**config.mk**
```make
export PLATFORM = sky130hd
export DESIGN_NAME = change_dispense_ctrl_flat
export DESIGN_NICKNAME = d
export VERILOG_FILES = /design/src/rtl/change_dispense_ctrl_pkg.sv /design/src/rtl/change_dispense_ctrl_if.sv /design/src/rtl/change_dispense_ctrl_ack_timer.sv /design/src/rtl/change_dispense_ctrl.sv /design/src/flat_wrapper.sv
export SDC_FILE = /design/constraint.sdc
export NUM_CORES = 1
export LEC_CHECK = 0
export BUFFER_PORTS_ARGS = -buffer_cell sky130_fd_sc_hd__buf_4
export CELL_PAD_IN_SITES_DETAIL_PLACEMENT = 1
export CELL_PAD_IN_SITES_GLOBAL_PLACEMENT = 1
export CORE_MARGIN = 2
export CORE_UTILIZATION = 47
export DETAILED_ROUTE_END_ITERATION = 8
export GPL_TIMING_DRIVEN = 0
export MAX_ROUTING_LAYER = met4
export PLACE_DENSITY_LB_ADDON = 0.1
export SYNTH_ARGS = -nofsm -noshare
export SYNTH_HDL_FRONTEND = slang
export SYNTH_HIERARCHICAL = 1
export SYNTH_SLANG_ARGS = --single-unit
```
**constraint.sdc**
```tcl
create_clock -name clk -period 3.25 [get_ports clk]
set_input_delay 0.1625 -clock clk [delete_from_list [all_inputs] [get_ports clk]]
set_output_delay 0.1625 -clock clk [all_outputs]
set_load 0.02 [all_outputs]
```
**src/rtl/change_dispense_ctrl_pkg.sv**
```systemverilog
// ---------------------------------------------------------------------------
// change_dispense_ctrl_pkg
// Shared definitions for the change dispenser:
//   - coin denomination values and their coin_sel encodings
//   - fault code constants reported on fault_code
//   - controller state encoding
//   - den_of(): maps a coin_sel code to its dollar value
// ---------------------------------------------------------------------------
package change_dispense_ctrl_pkg;

    // Denomination values in dollars
    localparam logic [3:0] DEN_1  = 4'd1;
    localparam logic [3:0] DEN_2  = 4'd2;
    localparam logic [3:0] DEN_5  = 4'd5;
    localparam logic [3:0] DEN_10 = 4'd10;

    // coin_sel encodings; also used as the inventory index
    localparam logic [1:0] SEL_1  = 2'b00;
    localparam logic [1:0] SEL_2  = 2'b01;
    localparam logic [1:0] SEL_5  = 2'b10;
    localparam logic [1:0] SEL_10 = 2'b11;

    // Fault codes
    localparam logic [1:0] FLT_NONE     = 2'b00;
    localparam logic [1:0] FLT_UNDERPAY = 2'b01;
    localparam logic [1:0] FLT_NOCHANGE = 2'b10;
    localparam logic [1:0] FLT_TIMEOUT  = 2'b11;

    typedef enum logic [2:0] {
        ST_IDLE  = 3'd0,
        ST_CALC  = 3'd1,
        ST_PICK  = 3'd2,
        ST_REQ   = 3'd3,
        ST_REL   = 3'd4,
        ST_DONE  = 3'd5,
        ST_FAULT = 3'd6
    } state_t;

    function automatic logic [3:0] den_of(input logic [1:0] sel);
        logic [3:0] v;
        case (sel)
            SEL_1:   v = DEN_1;
            SEL_2:   v = DEN_2;
            SEL_5:   v = DEN_5;
            default: v = DEN_10;
        endcase
        return v;
    endfunction

endpackage

```
**src/rtl/change_dispense_ctrl_if.sv**
```systemverilog
// ---------------------------------------------------------------------------
// change_dispense_ctrl_if
// Bundles the vending-FSM side (start/price/paid/refill, status outputs) and
// the ejector side (eject_req/eject_ack/coin_sel) of the change dispenser.
//   master : the environment (vending FSM + ejector); drives requests/acks
//   slave  : the change_dispense_ctrl block
// Signals:
//   start, refill      pulses from the vending FSM
//   price, paid        W-bit amounts, sampled on accepted start
//   eject_ack          level ack from the ejector
//   eject_req          level request to the ejector
//   coin_sel           denomination being ejected (00=$1 01=$2 10=$5 11=$10)
//   change_rem         change still owed
//   busy, done, fault  status; fault_code qualifies fault
// ---------------------------------------------------------------------------
interface change_dispense_ctrl_if #(
    parameter int W = 8
);
    logic         start;
    logic [W-1:0] price;
    logic [W-1:0] paid;
    logic         refill;
    logic         eject_ack;
    logic         eject_req;
    logic [1:0]   coin_sel;
    logic [W-1:0] change_rem;
    logic         busy;
    logic         done;
    logic         fault;
    logic [1:0]   fault_code;

    modport master (
        output start, price, paid, refill, eject_ack,
        input  eject_req, coin_sel, change_rem, busy, done, fault, fault_code
    );

    modport slave (
        input  start, price, paid, refill, eject_ack,
        output eject_req, coin_sel, change_rem, busy, done, fault, fault_code
    );

endinterface

```
**src/rtl/change_dispense_ctrl_ack_timer.sv**
```systemverilog
// ---------------------------------------------------------------------------
// change_dispense_ctrl_ack_timer
// Loadable down-counter bounding how long the controller waits on each
// eject_ack edge. load sets the count to TIMEOUT_CYC-1; while en is high the
// count decrements and parks at zero. expired is high when the count is zero,
// so an ack wait started by load sees exactly TIMEOUT_CYC cycles before the
// controller acts on expired.
// Ports:
//   clk      system clock
//   reset    asynchronous, active-low
//   load     reload the counter
//   en       count enable
//   expired  count has reached zero
// ---------------------------------------------------------------------------
module change_dispense_ctrl_ack_timer #(
    parameter int TIMEOUT_CYC = 1000
) (
    input  logic clk,
    input  logic reset,
    input  logic load,
    input  logic en,
    output logic expired
);

    localparam int CW = (TIMEOUT_CYC > 1) ? $clog2(TIMEOUT_CYC) : 1;

    logic [CW-1:0] cnt_q;

    always_ff @(posedge clk or negedge reset) begin
        if (!reset) begin
            cnt_q <= CW'(TIMEOUT_CYC - 1);
        end else if (load) begin
            cnt_q <= CW'(TIMEOUT_CYC - 1);
        end else if (en && (cnt_q != '0)) begin
            cnt_q <= cnt_q - CW'(1);
        end
    end

    assign expired = (cnt_q == '0);

endmodule

```
**src/rtl/change_dispense_ctrl.sv**
```systemverilog
// ---------------------------------------------------------------------------
// change_dispense_ctrl
// After a vend, computes change = paid - price and ejects it one coin at a
// time through a req/ack ejector, largest available denomination first
// (10, 5, 2, 1). Keeps a per-denomination coin inventory and reports
// underpayment, lack of exact change and ejector ack timeout.
// Ports:
//   clk    system clock, rising edge
//   reset  asynchronous, active-low; clears all state, reloads inventories
//   bus    change_dispense_ctrl_if.slave (see interface for signal list)
// ---------------------------------------------------------------------------
module change_dispense_ctrl
    import change_dispense_ctrl_pkg::*;
#(
    parameter int W           = 8,
    parameter int INV_W       = 6,
    parameter int INV_INIT    = 8,
    parameter int TIMEOUT_CYC = 1000
) (
    input  logic                  clk,
    input  logic                  reset,
    change_dispense_ctrl_if.slave bus
);

    state_t       state_q, state_d;
    logic [W-1:0] price_q, paid_q, change_q;
    logic [1:0]   sel_q;
    logic [1:0]   fault_code_q;
    logic [INV_W-1:0] inv_q [4];

    logic       accept_start;
    logic       pick_ok;
    logic [1:0] pick_sel;
    logic       tmr_load, tmr_en, tmr_expired;
    logic       eject_req_c, busy_c, done_c, fault_c;

    // start is honoured from IDLE and also from FAULT (retry/restart)
    assign accept_start = bus.start && ((state_q == ST_IDLE) || (state_q == ST_FAULT));

    // Greedy choice: largest denomination that fits and is still in stock
    always_comb begin
        pick_ok  = 1'b1;
        pick_sel = SEL_1;
        if ((inv_q[SEL_10] != '0) && (change_q >= W'(DEN_10))) begin
            pick_sel = SEL_10;
        end else if ((inv_q[SEL_5] != '0) && (change_q >= W'(DEN_5))) begin
            pick_sel = SEL_5;
        end else if ((inv_q[SEL_2] != '0) && (change_q >= W'(DEN_2))) begin
            pick_sel = SEL_2;
        end else if ((inv_q[SEL_1] != '0) && (change_q >= W'(DEN_1))) begin
            pick_sel = SEL_1;
        end else begin
            pick_ok = 1'b0;
        end
    end

    change_dispense_ctrl_ack_timer #(
        .TIMEOUT_CYC(TIMEOUT_CYC)
    ) u_ack_timer (
        .clk    (clk),
        .reset  (reset),
        .load   (tmr_load),
        .en     (tmr_en),
        .expired(tmr_expired)
    );

    always_ff @(posedge clk or negedge reset) begin
        if (!reset) begin
            state_q <= ST_IDLE;
        end else begin
            state_q <= state_d;
        end
    end

    // Next state and state-decoded outputs. The timer is loaded on the
    // transitions into REQ and REL so each ack edge gets a fresh window.
    always_comb begin
        state_d     = state_q;
        tmr_load    = 1'b0;
        tmr_en      = 1'b0;
        eject_req_c = 1'b0;
        busy_c      = 1'b0;
        done_c      = 1'b0;
        fault_c     = 1'b0;
        case (state_q)
            ST_IDLE: begin
                if (accept_start) state_d = ST_CALC;
            end
            ST_CALC: begin
                busy_c = 1'b1;
                if (paid_q < price_q)       state_d = ST_FAULT;
                else if (paid_q == price_q) state_d = ST_DONE;
                else                        state_d = ST_PICK;
            end
            ST_PICK: begin
                busy_c = 1'b1;
                if (pick_ok) begin
                    state_d  = ST_REQ;
                    tmr_load = 1'b1;
                end else begin
                    state_d = ST_FAULT;
                end
            end
            ST_REQ: begin
                busy_c      = 1'b1;
                eject_req_c = 1'b1;
                tmr_en      = 1'b1;
                if (bus.eject_ack) begin
                    state_d  = ST_REL;
                    tmr_load = 1'b1;
                end else if (tmr_expired) begin
                    state_d = ST_FAULT;
                end
            end
            ST_REL: begin
                busy_c = 1'b1;
                tmr_en = 1'b1;
                if (!bus.eject_ack) begin
                    state_d = (change_q == '0) ? ST_DONE : ST_PICK;
                end else if (tmr_expired) begin
                    state_d = ST_FAULT;
                end
            end
            ST_DONE: begin
                done_c  = 1'b1;
                state_d = ST_IDLE;
            end
            ST_FAULT: begin
                fault_c = 1'b1;
                if (accept_start) state_d = ST_CALC;
            end
            default: state_d = ST_IDLE;
        endcase
    end

    // Transaction datapath, fault code and inventory
    always_ff @(posedge clk or negedge reset) begin
        if (!reset) begin
            price_q      <= '0;
            paid_q       <= '0;
            change_q     <= '0;
            sel_q        <= SEL_1;
            fault_code_q <= FLT_NONE;
            for (int i = 0; i < 4; i++) inv_q[i] <= INV_W'(INV_INIT);
        end else begin
            if (accept_start) begin
                price_q      <= bus.price;
                paid_q       <= bus.paid;
                fault_code_q <= FLT_NONE;
            end
            if ((state_q == ST_IDLE) && bus.refill) begin
                for (int i = 0; i < 4; i++) inv_q[i] <= INV_W'(INV_INIT);
            end
            case (state_q)
                ST_CALC: begin
                    if (paid_q < price_q) begin
                        fault_code_q <= FLT_UNDERPAY;
                        change_q     <= '0;
                    end else begin
                        change_q <= paid_q - price_q;
                    end
                end
                ST_PICK: begin
                    if (pick_ok) sel_q <= pick_sel;
                    else         fault_code_q <= FLT_NOCHANGE;
                end
                ST_REQ: begin
                    if (bus.eject_ack) begin
                        // Coin released: debit stock and the amount owed
                        if (inv_q[sel_q] != '0) inv_q[sel_q] <= inv_q[sel_q] - INV_W'(1);
                        change_q <= change_q - W'(den_of(sel_q));
                    end else if (tmr_expired) begin
                        fault_code_q <= FLT_TIMEOUT;
                    end
                end
                ST_REL: begin
                    if (bus.eject_ack && tmr_expired) fault_code_q <= FLT_TIMEOUT;
                end
                default: ;
            endcase
        end
    end

    assign bus.eject_req  = eject_req_c;
    assign bus.coin_sel   = sel_q;
    assign bus.change_rem = change_q;
    assign bus.busy       = busy_c;
    assign bus.done       = done_c;
    assign bus.fault      = fault_c;
    assign bus.fault_code = fault_code_q;

endmodule

```
**src/flat_wrapper.sv**
```systemverilog
// flat-port wrapper written by rule: the top's interface ports become plain ports
module change_dispense_ctrl_flat import change_dispense_ctrl_pkg::*;
#(
    parameter int W           = 8,
    parameter int INV_W       = 6,
    parameter int INV_INIT    = 8,
    parameter int TIMEOUT_CYC = 1000
)
  (clk, reset, bus_start, bus_price, bus_paid, bus_refill, bus_eject_ack, bus_eject_req, bus_coin_sel, bus_change_rem, bus_busy, bus_done, bus_fault, bus_fault_code);
  change_dispense_ctrl_if #(.W(W)) bus_i ();
  input  logic clk;
  input  logic reset;
  input wire logic [$bits(bus_i.start)-1:0] bus_start;
  input wire logic [$bits(bus_i.price)-1:0] bus_price;
  input wire logic [$bits(bus_i.paid)-1:0] bus_paid;
  input wire logic [$bits(bus_i.refill)-1:0] bus_refill;
  input wire logic [$bits(bus_i.eject_ack)-1:0] bus_eject_ack;
  output wire logic [$bits(bus_i.eject_req)-1:0] bus_eject_req;
  output wire logic [$bits(bus_i.coin_sel)-1:0] bus_coin_sel;
  output wire logic [$bits(bus_i.change_rem)-1:0] bus_change_rem;
  output wire logic [$bits(bus_i.busy)-1:0] bus_busy;
  output wire logic [$bits(bus_i.done)-1:0] bus_done;
  output wire logic [$bits(bus_i.fault)-1:0] bus_fault;
  output wire logic [$bits(bus_i.fault_code)-1:0] bus_fault_code;
  assign bus_i.start = bus_start;
  assign bus_i.price = bus_price;
  assign bus_i.paid = bus_paid;
  assign bus_i.refill = bus_refill;
  assign bus_i.eject_ack = bus_eject_ack;
  assign bus_eject_req = bus_i.eject_req;
  assign bus_coin_sel = bus_i.coin_sel;
  assign bus_change_rem = bus_i.change_rem;
  assign bus_busy = bus_i.busy;
  assign bus_done = bus_i.done;
  assign bus_fault = bus_i.fault;
  assign bus_fault_code = bus_i.fault_code;
  change_dispense_ctrl #(.W(W), .INV_W(INV_W), .INV_INIT(INV_INIT), .TIMEOUT_CYC(TIMEOUT_CYC)) u_core (.clk(clk), .reset(reset), .bus(bus_i));
endmodule
```
* Word-level counts from Yosys, hierarchy flattened
Cells that the tools add are included.
** Storage, ports and cells
- Register bits :: 65
- Input port bits :: 21
- Output and inout port bits :: 16
- Word-level logic and storage cells :: 110
** Cells by class
- $add $sub $neg :: 4
- Order comparisons :: 7
- Equality and inequality tests :: 11
- Mux-type cells :: 49
- Bitwise logic cells :: 1
- Reductions and logical operators :: 27
** Operators with widths (count)
- 24-bit two-way mux :: 4
- 6-bit nonzero test :: 5
- 24-bit bitwise mux :: 1
- 3-bit two-way mux :: 8
- 10-bit two-way mux :: 2
- 6-bit two-way mux :: 3
- 2-bit two-way mux :: 8
- 8-bit two-way mux :: 2
- 8-bit case mux with 2 select lines :: 1
- 3-bit case mux with 5 select lines :: 1
- 6-bit binary-select mux with 2-bit select :: 1
- 6-bit demux with 2-bit select :: 1
- 1-bit two-way mux :: 12
- 4-bit case mux with 3 select lines :: 1
- 10-bit zero test :: 1
- 10-bit nonzero test :: 1
- 10-bit by 1-bit subtractor with 10-bit output (second input constant) :: 1
- 3-bit equality test (second input constant) :: 3
- 1-bit logical AND :: 9
- 8-bit equality test :: 1
- 8-bit by 1-bit greater-or-equal comparator with 1-bit output (second input constant) :: 1
- 8-bit by 2-bit greater-or-equal comparator with 1-bit output (second input constant) :: 1
- 8-bit by 3-bit greater-or-equal comparator with 1-bit output (second input constant) :: 1
- 8-bit by 4-bit greater-or-equal comparator with 1-bit output (second input constant) :: 1
- other kinds (24) :: 29

* Depth between registers and ports, before layout
Gate-level depths: netlist of run 1.
- Depth in word-level cells :: 9
- Gate-level depth with buffers :: 11
- Mapped depth without buffers :: 10

* By module
The synthesis of run 1 kept the hierarchy.
** Modules (own cells, without submodules)
- change_dispense_ctrl :: instances 1, cells an instance 363, area each 3444.6 sq um, sequential area each 1381.3 sq um
- change_dispense_ctrl_ack_timer :: instances 1, cells an instance 58, area each 600.6 sq um, sequential area each 260.2 sq um

* Worst setup path after synthesis of run 1
OpenSTA, ideal clock, no wires.
- Kind :: register to register
- Start point :: register u_core.sel_q[0] (netlist: u_core/bus.coin_sel[0])
- End point :: register u_core.change_q[6] (netlist: u_core/bus.change_rem[6])
- Library setup time :: 128 ps
- Data arrival time :: 2429 ps
- Data required time :: 3122 ps
- Setup slack :: 694 ps
- Stages on the path, launching flop included :: 12
- Buffers on the path :: 1
- Period minus slack after synthesis :: 2556 ps
- Path through :: dfrtp_1 -> buf_6 -> inv_1 -> ha_1 -> inv_1 -> fa_1 -> a21oi_1 -> nor2b_1 -> or4_1 -> a21o_1 -> a21oi_1 -> o21ai_0
** Between the ends
- Cells in the longest elaborated chain, start to end :: 7
- Elaborated cells between the ends (all ways) :: 9
- Those cells by class :: add/sub: 1; eq/ne: 2; mux: 5; reduce/logical: 1
** RTL lines
- start: declaration :: RTL line change_dispense_ctrl.sv:27 : logic [1:0] sel_q;
- start signal: assignment :: RTL line change_dispense_ctrl.sv:164 : if (pick_ok) sel_q <= pick_sel;
- 2-bit equality test (tied with other cells) :: RTL line change_dispense_ctrl_pkg.sv:41 : case (sel)
- 4-bit case mux with 3 select lines * :: RTL line change_dispense_ctrl_pkg.sv:41
- 4-bit two-way mux * :: RTL line change_dispense_ctrl.sv:168 : if (bus.eject_ack) begin
- 4-bit two-way mux * :: RTL line change_dispense_ctrl.sv:154 : case (state_q)
- 8-bit by 4-bit subtractor with 8-bit output * :: RTL line change_dispense_ctrl.sv:171 : change_q <= change_q - W'(den_of(sel_q));
- 8-bit two-way mux * :: RTL line change_dispense_ctrl.sv:168
- 8-bit case mux with 2 select lines * :: RTL line change_dispense_ctrl.sv:154
- end signal: assignment :: RTL line change_dispense_ctrl.sv:160 : change_q <= paid_q - price_q;
- end signal: assignment :: RTL line change_dispense_ctrl.sv:171
- end: declaration :: RTL line change_dispense_ctrl.sv:26 : logic [W-1:0] price_q, paid_q, change_q;
Mark *: on every way between the ends. The rest lies on a longest branch, timed or not. The select of a mux whose other input is x is not followed.
A chain may end at the register's enable or synchronous reset.

* Final worst setup path of run 1
- Start point :: register u_core.state_q[2]
- End point :: register u_core.u_ack_timer.cnt_q[5]
** Between the ends
- Cells in the longest elaborated chain, start to end :: 5
- Elaborated cells between the ends (all ways) :: 9
- Those cells by class :: eq/ne: 3; mux: 3; reduce/logical: 3
** RTL lines
- start: declaration :: RTL line change_dispense_ctrl.sv:25 : state_t state_q, state_d;
- start signal: assignment :: RTL line change_dispense_ctrl.sv:71 : state_q <= state_d;
- 3-bit by 2-bit equality test with 1-bit output / 3-bit equality test (equally long branches) :: RTL line change_dispense_ctrl.sv:85 : case (state_q)
- 2-bit OR reduction (no line) *
- 1-bit two-way mux * :: RTL line change_dispense_ctrl.sv:85
- named net u_core.tmr_en :: RTL line change_dispense_ctrl.sv:34 : logic tmr_load, tmr_en, tmr_expired;
- 1-bit logical AND * :: RTL line change_dispense_ctrl_ack_timer.sv:34 : end else if (en && (cnt_q != '0)) begin
- 2-bit nonzero test (no line) *
- end signal: assignment :: RTL line change_dispense_ctrl_ack_timer.sv:31 : cnt_q <= CW'(TIMEOUT_CYC - 1);
- end signal: assignment :: RTL line change_dispense_ctrl_ack_timer.sv:33 : cnt_q <= CW'(TIMEOUT_CYC - 1);
- end signal: assignment :: RTL line change_dispense_ctrl_ack_timer.sv:35 : cnt_q <= cnt_q - CW'(1);
- end: declaration :: RTL line change_dispense_ctrl_ack_timer.sv:27 : logic [CW-1:0] cnt_q;
Mark *: on every way through the listed nets, which the timed path passes. The rest lies on a longest branch.

==> impl_metrics.ini, run 1 <==
[run_status]
status = finished clean

[floorplanning]
fp.coreArea_um2 = 8299
die_h_um = 96.77
initial_core_util_pct = 48.74
die_area_um2 = 9364
fp.dieW_um = 96.77
io_pins = 37
rows = 33

[synthesis]
syn_area_um2 = 4045
ys.flop_type = dfrtp_1
syn_area_per_cell_um2 = 9.608
syn_inst = 421
ys_ff_latch = 65
synth_cell_types = 70
synth_nets = 459
seq_area_frac_synth_pct = 40.58
synth_edf_count = 0
ys.warnings.count = 6
async_flop_share_pct = 100.0

[clock_network]
clock-root-buffer = clkbuf_8
ctsResizeCount = 0
cts_tree = built
cts_setup_buffers = 0
cts.sinks = 65
clk_latency_ns = 0.34
cts_buffer_depth = 2
cts-buffers-inserted = 9
ctsHtreeMaxLevel = 3
hold_buffers = 1
clk_pin_slew_ns = 0.08

[setup_path]
cp.arrival_ns = 3.11
max_stage_delay_ns = 0.56
critPathMaxFanout = 10
crit_start = u_core/state_q[2]
crit_chain = and2b_1 -> nand2_1 -> o21ai_0 -> or4b_1 -> or2_0 -> a311oi_2 -> mux2i_1
reg2reg_from = u_core/state_q[2]
end_kind = flip-flop
cp.required_ns = 3.52
crit_type = reg -> reg
critPathLaunchType = flip-flop
slowest_stage = or4b_1

[timing]
tightest_slew_ns = 1.199
finalSetupTns_ns = 0
final-hold-violation-count = 0
rsz0062_at_grt = false
fmax_mhz = 353.0
hold-worst-slack_ns = 0.02506
finalMaxSlewViolations = 0
period_minus_slack_ns = 2.833
setup-violations-final = 0
period_share_pct = 87.17
relSlewSlack_pct = 19.45
final.setup_skew_ns = 0.01217

[drt]
drc_errors = 0
wl_um = 10620
route.met3.wl_um = 337
vias_per_cell = 5.941
drtIter0Drc = 115
wl_met1_um = 4620
ant_nets = 0
wl_met2_um = 5439
top_layer_used = met4
wire_per_inst_um = 18.33
firstDrtPassIters = 4
vias = 3440

[placement]
portBuffers = 36
hpwl_um = 7945
place_congestion = 0.8632

[global_route]
grt_overflow = 0
grt.total_usage_pct = 24.69
grt_pass1_vias = 3729
grt_start_max_net_pins = 66
antenna_found_initial = 0
grt_pass1_wl_um = 18180

[layout]
layout-drive-gt1-share_pct = 19.20
area_growth_pct = 14.01
diodes = 0
seq_area_um2 = 1642
fillers = 962
nets = 507
multi_input_area_um2 = 2252

[worst_hold_path]
min_from = bus_paid[0]
hp-class = in -> reg

[power_and_ir_drop]
p_leak_nw = 1.969
max-vdd-ir-drop_v = 0.0005888
p_per_area_nw_per_um2 = 1036

[flow_run]
max_cap_viol_count = 0
[where the power goes]
part	switching [mW]	total, mW	internal (mW)	leakage [nW]
sequential	0.269	1.40	1.13	0.794
combinational	1.64	2.80	1.16	1.09
clock	0.311	0.583	0.273	0.0839
total	2.22	4.78	2.56	1.97
[final cells by class]
| class | count | area share [%] |
|---|---|---|
| Multi-Input combinational cell | 322 | 48.83 |
| Sequential cell | 65 | 35.59 |
| Timing Repair Buffer | 37 | 6.077 |
| Clock buffer | 12 | 2.930 |
| Tap cell | 105 | 2.849 |
| Inverter | 22 | 1.791 |
| Buffer | 12 | 1.492 |
| Clock inverter | 4 | 0.4341 |
[synthesized netlist by cell type, drive strengths merged (5+ instances only)]
library cell	number	area share [%]
a31oi	5	0.77
xnor2	9	1.9
o21ai	23	3.0
clkbuf	7	0.65
nor2b	7	1.1
nor2	44	4.1
inv	21	1.9
xor2	7	1.5
nor3	18	2.5
nor4	7	1.6
nand2b	6	0.93
mux2	11	3.1
dfrtp	53	33
mux2i	18	4.5
a21oi	26	3.2
dfstp	12	7.8
buf	5	1.1
mux4	6	3.7
nand2	52	4.8
nand3	11	1.6
ha	15	4.6
[through the flow]
| stage | util, % | area [µm²] | setup slack [ns] | power, mW | cells |
|---|---|---|---|---|---|
| global route | 55.57 | 4612 | 0.1908 | 5.223 | 579 |
| global placement | 53.58 | 4447 | 0.4094 | 4.068 | 562 |
| finish | 55.57 | 4612 | 0.4170 | 4.778 | 579 |
| CTS | 55.57 | 4612 | 0.4043 | 4.813 | 579 |
| floorplan | - | 4045 | 0.6935 | 3.394 | 421 |
| detailed placement | 53.58 | 4447 | 0.4113 | 4.203 | 562 |
[final timing paths]
kind                       slack [ns]                           to  cells after the start
setup / recovery                 0.42  u_core/u_ack_timer/cnt_q[5]                      7
hold reg to reg                  0.51             u_core/paid_q[2]                      1
setup reg to reg                 0.42  u_core/u_ack_timer/cnt_q[5]                      7
hold / removal                   0.03             u_core/paid_q[0]                      3
max in group asynchronous        2.24             u_core/paid_q[7]                      2
min in group asynchronous        0.48             u_core/inv_q[14]                      2
[placed cells by master, fill, tap and decap left out, drive strengths merged, types with 3 or more instances in the layout]
cell type,n
a21o,4
clkbuf,19
nor2,44
xnor2,9
mux4,6
o21a,4
o31ai,3
nor2b,7
clkinv,5
a21oi,26
inv,21
xor2,7
dfstp,12
mux2,11
o21ai,23
nand2b,6
o211ai,3
a31oi,5
nand3,11
nor3,18
and3,3
buf,41
dfrtp,53
ha,15
mux2i,18
or4,4
nand2,52
nor4,7
[worst max-delay path, delay by kind of cell (launching register included)]
| family | cells | cell delay (ns) |
|---|---|---|
| simple gates | 4 | 1.47 |
| flops | 1 | 0.45 |
| mux | 1 | 0.21 |
| compound gates | 2 | 0.65 |
[logic make-up after synthesis]
family,synth area share (%)
AOI/OAI and AO/OA,14.48
xor gates and xnor gates,3.464
adders and majority gates,5.629
buffers and inverters,3.743
DFF,40.58
muxes,11.23
and+or+nand+nor,20.88
[sequential cells by signal, indices dropped and copies added, names as in the netlist]
name,flops
u_core/bus.change_rem,8
u_core/bus.coin_sel,2
u_core/bus.fault_code,2
u_core/inv_q,24
u_core/paid_q,8
u_core/price_q,8
u_core/state_q,3
u_core/u_ack_timer/cnt_q,10
[layer usage]
layer	vias up	track usage, %
met5	-	-
met4	0	7.259
met3	19	4.841
met2	71	42.20
met1	1739	29.74
li1	1611	-
Power figures use the tool's default switching activity.
==> run 2, diff against run 1 <==
Clock period 3.25 ns to 2.65 ns, I/O delays scaled along.
==> impl_metrics.ini, run 2 (synthesis results as in run 1) <==
[worst_hold_path]
worstHoldPathCells = 3
hp-class = in -> reg
hold_end = u_core/price_q[5]
min_from = bus_price[5]

[layout]
diodes = 0
final_cell_area_um2 = 4768
area_growth_pct = 17.88
utilization_pct = 57.46
nets = 517
reg_top3 = u_core/inv_q: 24 flops, u_core/u_ack_timer/cnt_q: 10 flops
final_cell_mix = dfrtp_1 (53), nand2_1 (51), nor2_1 (44), buf_4 (40), a21oi_1 (25)
largest_reg_flops = 24
final_cell_count_no_fill = 589
layout-drive-gt1-share_pct = 22.52
layout_commonest_cell = dfrtp_1
top_register = u_core/inv_q

[clock_network]
cts-buffers-inserted = 9
cts_tree = built
ctsHtreeMaxLevel = 3
cts.sinks = 65
clk_pin_slew_ns = 0.07
clock-root-buffer = clkbuf_8
cts_buffer_depth = 2
clk_latency_ns = 0.34

[setup_path]
slowest_stage = dfrtp_1
cp.arrival_ns = 2.73
worst_r2r_path_depth = 9
crit_chain = buf_4 -> nand2_1 -> ha_1 -> o21a_1 -> o31a_1 -> nor3_1 -> mux2_2 -> o221ai_1 -> a21oi_1
critPathLaunchType = flip-flop
cp.required_ns = 2.86
crit_type = reg -> reg
critPathMaxFanout = 10
rr_endpoint = u_core/bus.change_rem[5]
end_kind = flip-flop
max_stage_delay_ns = 0.45
reg2reg_slack_ns = 0.13
reg2reg_from = u_core/bus.coin_sel[1]

[floorplanning]
io_pins = 37
fp.coreArea_um2 = 8299
fp.dieW_um = 96.77
die_area_um2 = 9364
die_h_um = 96.77
rows = 33
initial_core_util_pct = 48.74

[placement]
portBuffers = 36
dp.cells = 562
place_congestion = 0.8632
postPlaceCellArea_um2 = 4447
hpwl_um = 7945
place_ws_ns = -0.1887

[drt]
vias = 3484
drtIter0Drc = 104
firstDrtPassIters = 5
wire_per_inst_um = 18.37
drc_errors = 0
vias_per_cell = 5.915
ant_nets = 0
wl_um = 10820

[timing]
final.setup_skew_ns = 0.01177
setup-violations-final = 0
final-hold-violation-count = 0
fmax_mhz = 396.1
fin_ws_ns = 0.1257
finalMaxSlewViolations = 0
period_minus_slack_ns = 2.524
period_share_pct = 95.26
tightest_slew_ns = 0.9005
relSlewSlack_pct = 39.12

[global_route]
grt_start_max_net_pins = 66
grt.total_usage_pct = 25.20
use_met1_pct = 29.71
use_met2_pct = 43.96
busiest_layer = met2
grt_pass1_wl_um = 18550
grt_pass1_vias = 3802
met3_usage_pct = 4.986
grt_overflow = 0
antenna_found_initial = 0

[power_and_ir_drop]
p_leak_nw = 2.019
p_per_area_nw_per_um2 = 1257
p_total_mw = 5.993
max-vdd-ir-drop_v = 0.0007384

[flow_run]
max_cap_viol_count = 0

[run_status]
status = finished clean
run 2: cell count changes in the layout (fill, tap and decap cells not counted), sizes merged:
cell	change
buf	+3
dlygate4sd3	+7
run 2: stage by stage:
| stage | hold slack [ns] | TNS, ns |
|---|---|---|
| 6_report | 0.009162 | 0 |
| 5_1_grt | 0.01358 | -0.008387 |
| 4_1_cts | 0.002519 | 0 |
| 3_5_place_dp | 0.2947 | -0.6203 |
| 3_3_place_gp | 0.2899 | -0.2574 |
| 2_1_floorplan | -0.1631 | 0 |
run 2: power by group:
part           internal (mW)  switching (mW)  total (mW)
registers               1.39           0.340        1.73
logic                   1.49            2.07        3.55
clock network          0.334           0.380       0.714
total                   3.21            2.79        5.99
run 2: worst max path at each step:
stage                                   to  slack, ns                   start  cells past startpoint
2_1_floorplan     u_core/bus.change_rem[6]       0.09  u_core/bus.coin_sel[0]                     11
3_3_place_gp   u_core/u_ack_timer/cnt_q[5]      -0.19       u_core/state_q[2]                      7
3_5_place_dp   u_core/u_ack_timer/cnt_q[5]      -0.19       u_core/state_q[2]                      7
4_1_cts           u_core/bus.change_rem[7]       0.01  u_core/bus.coin_sel[1]                      9
5_1_grt           u_core/bus.change_rem[7]     -0.008  u_core/bus.coin_sel[1]                      9
6_report          u_core/bus.change_rem[5]       0.13  u_core/bus.coin_sel[1]                      9
run 2: area by class of cell:
| cell class | count | area (µm²) |
|---|---|---|
| multi-input combinational | 322 | 2308 |
| fill | 953 | 3531 |
| inverter | 22 | 85.08 |
| timing repair buffer | 47 | 372.9 |
| clock inverter | 4 | 20.02 |
| sequential | 65 | 1642 |
| buffer | 12 | 73.82 |
| tap | 105 | 131.4 |
| clock buffer | 12 | 135.1 |
run 2: routing by layer:
| layer | share of wire, % | up-vias |
|---|---|---|
| li1 | - | 1631 |
| met2 | 51 | 66 |
| met1 | 44 | 1766 |
| met4 | 1.8 | 0 |
| met5 | 0 | - |
| met3 | 3.2 | 21 |
run 2: critical path: cells and delay by family, from the launching register on:
family,cells,cell delay (ns)
adder cells (fa/ha/maj),1,0.37
flip-flops,1,0.45
AND/OR/NAND/NOR,2,0.38
buffers and inverters,1,0.24
AO/OA/AOI/OAI,4,0.56
multiplexers,1,0.38
run 2: repair_timing:
item	4_1_cts	5_1_grt
setup buffers	1	2
resized for setup	8	16
cloned	0	0
hold buffers	7	1
endpoints found under the hold margin	59	1
setup endpoints to repair	19	21
pin swaps	0	1
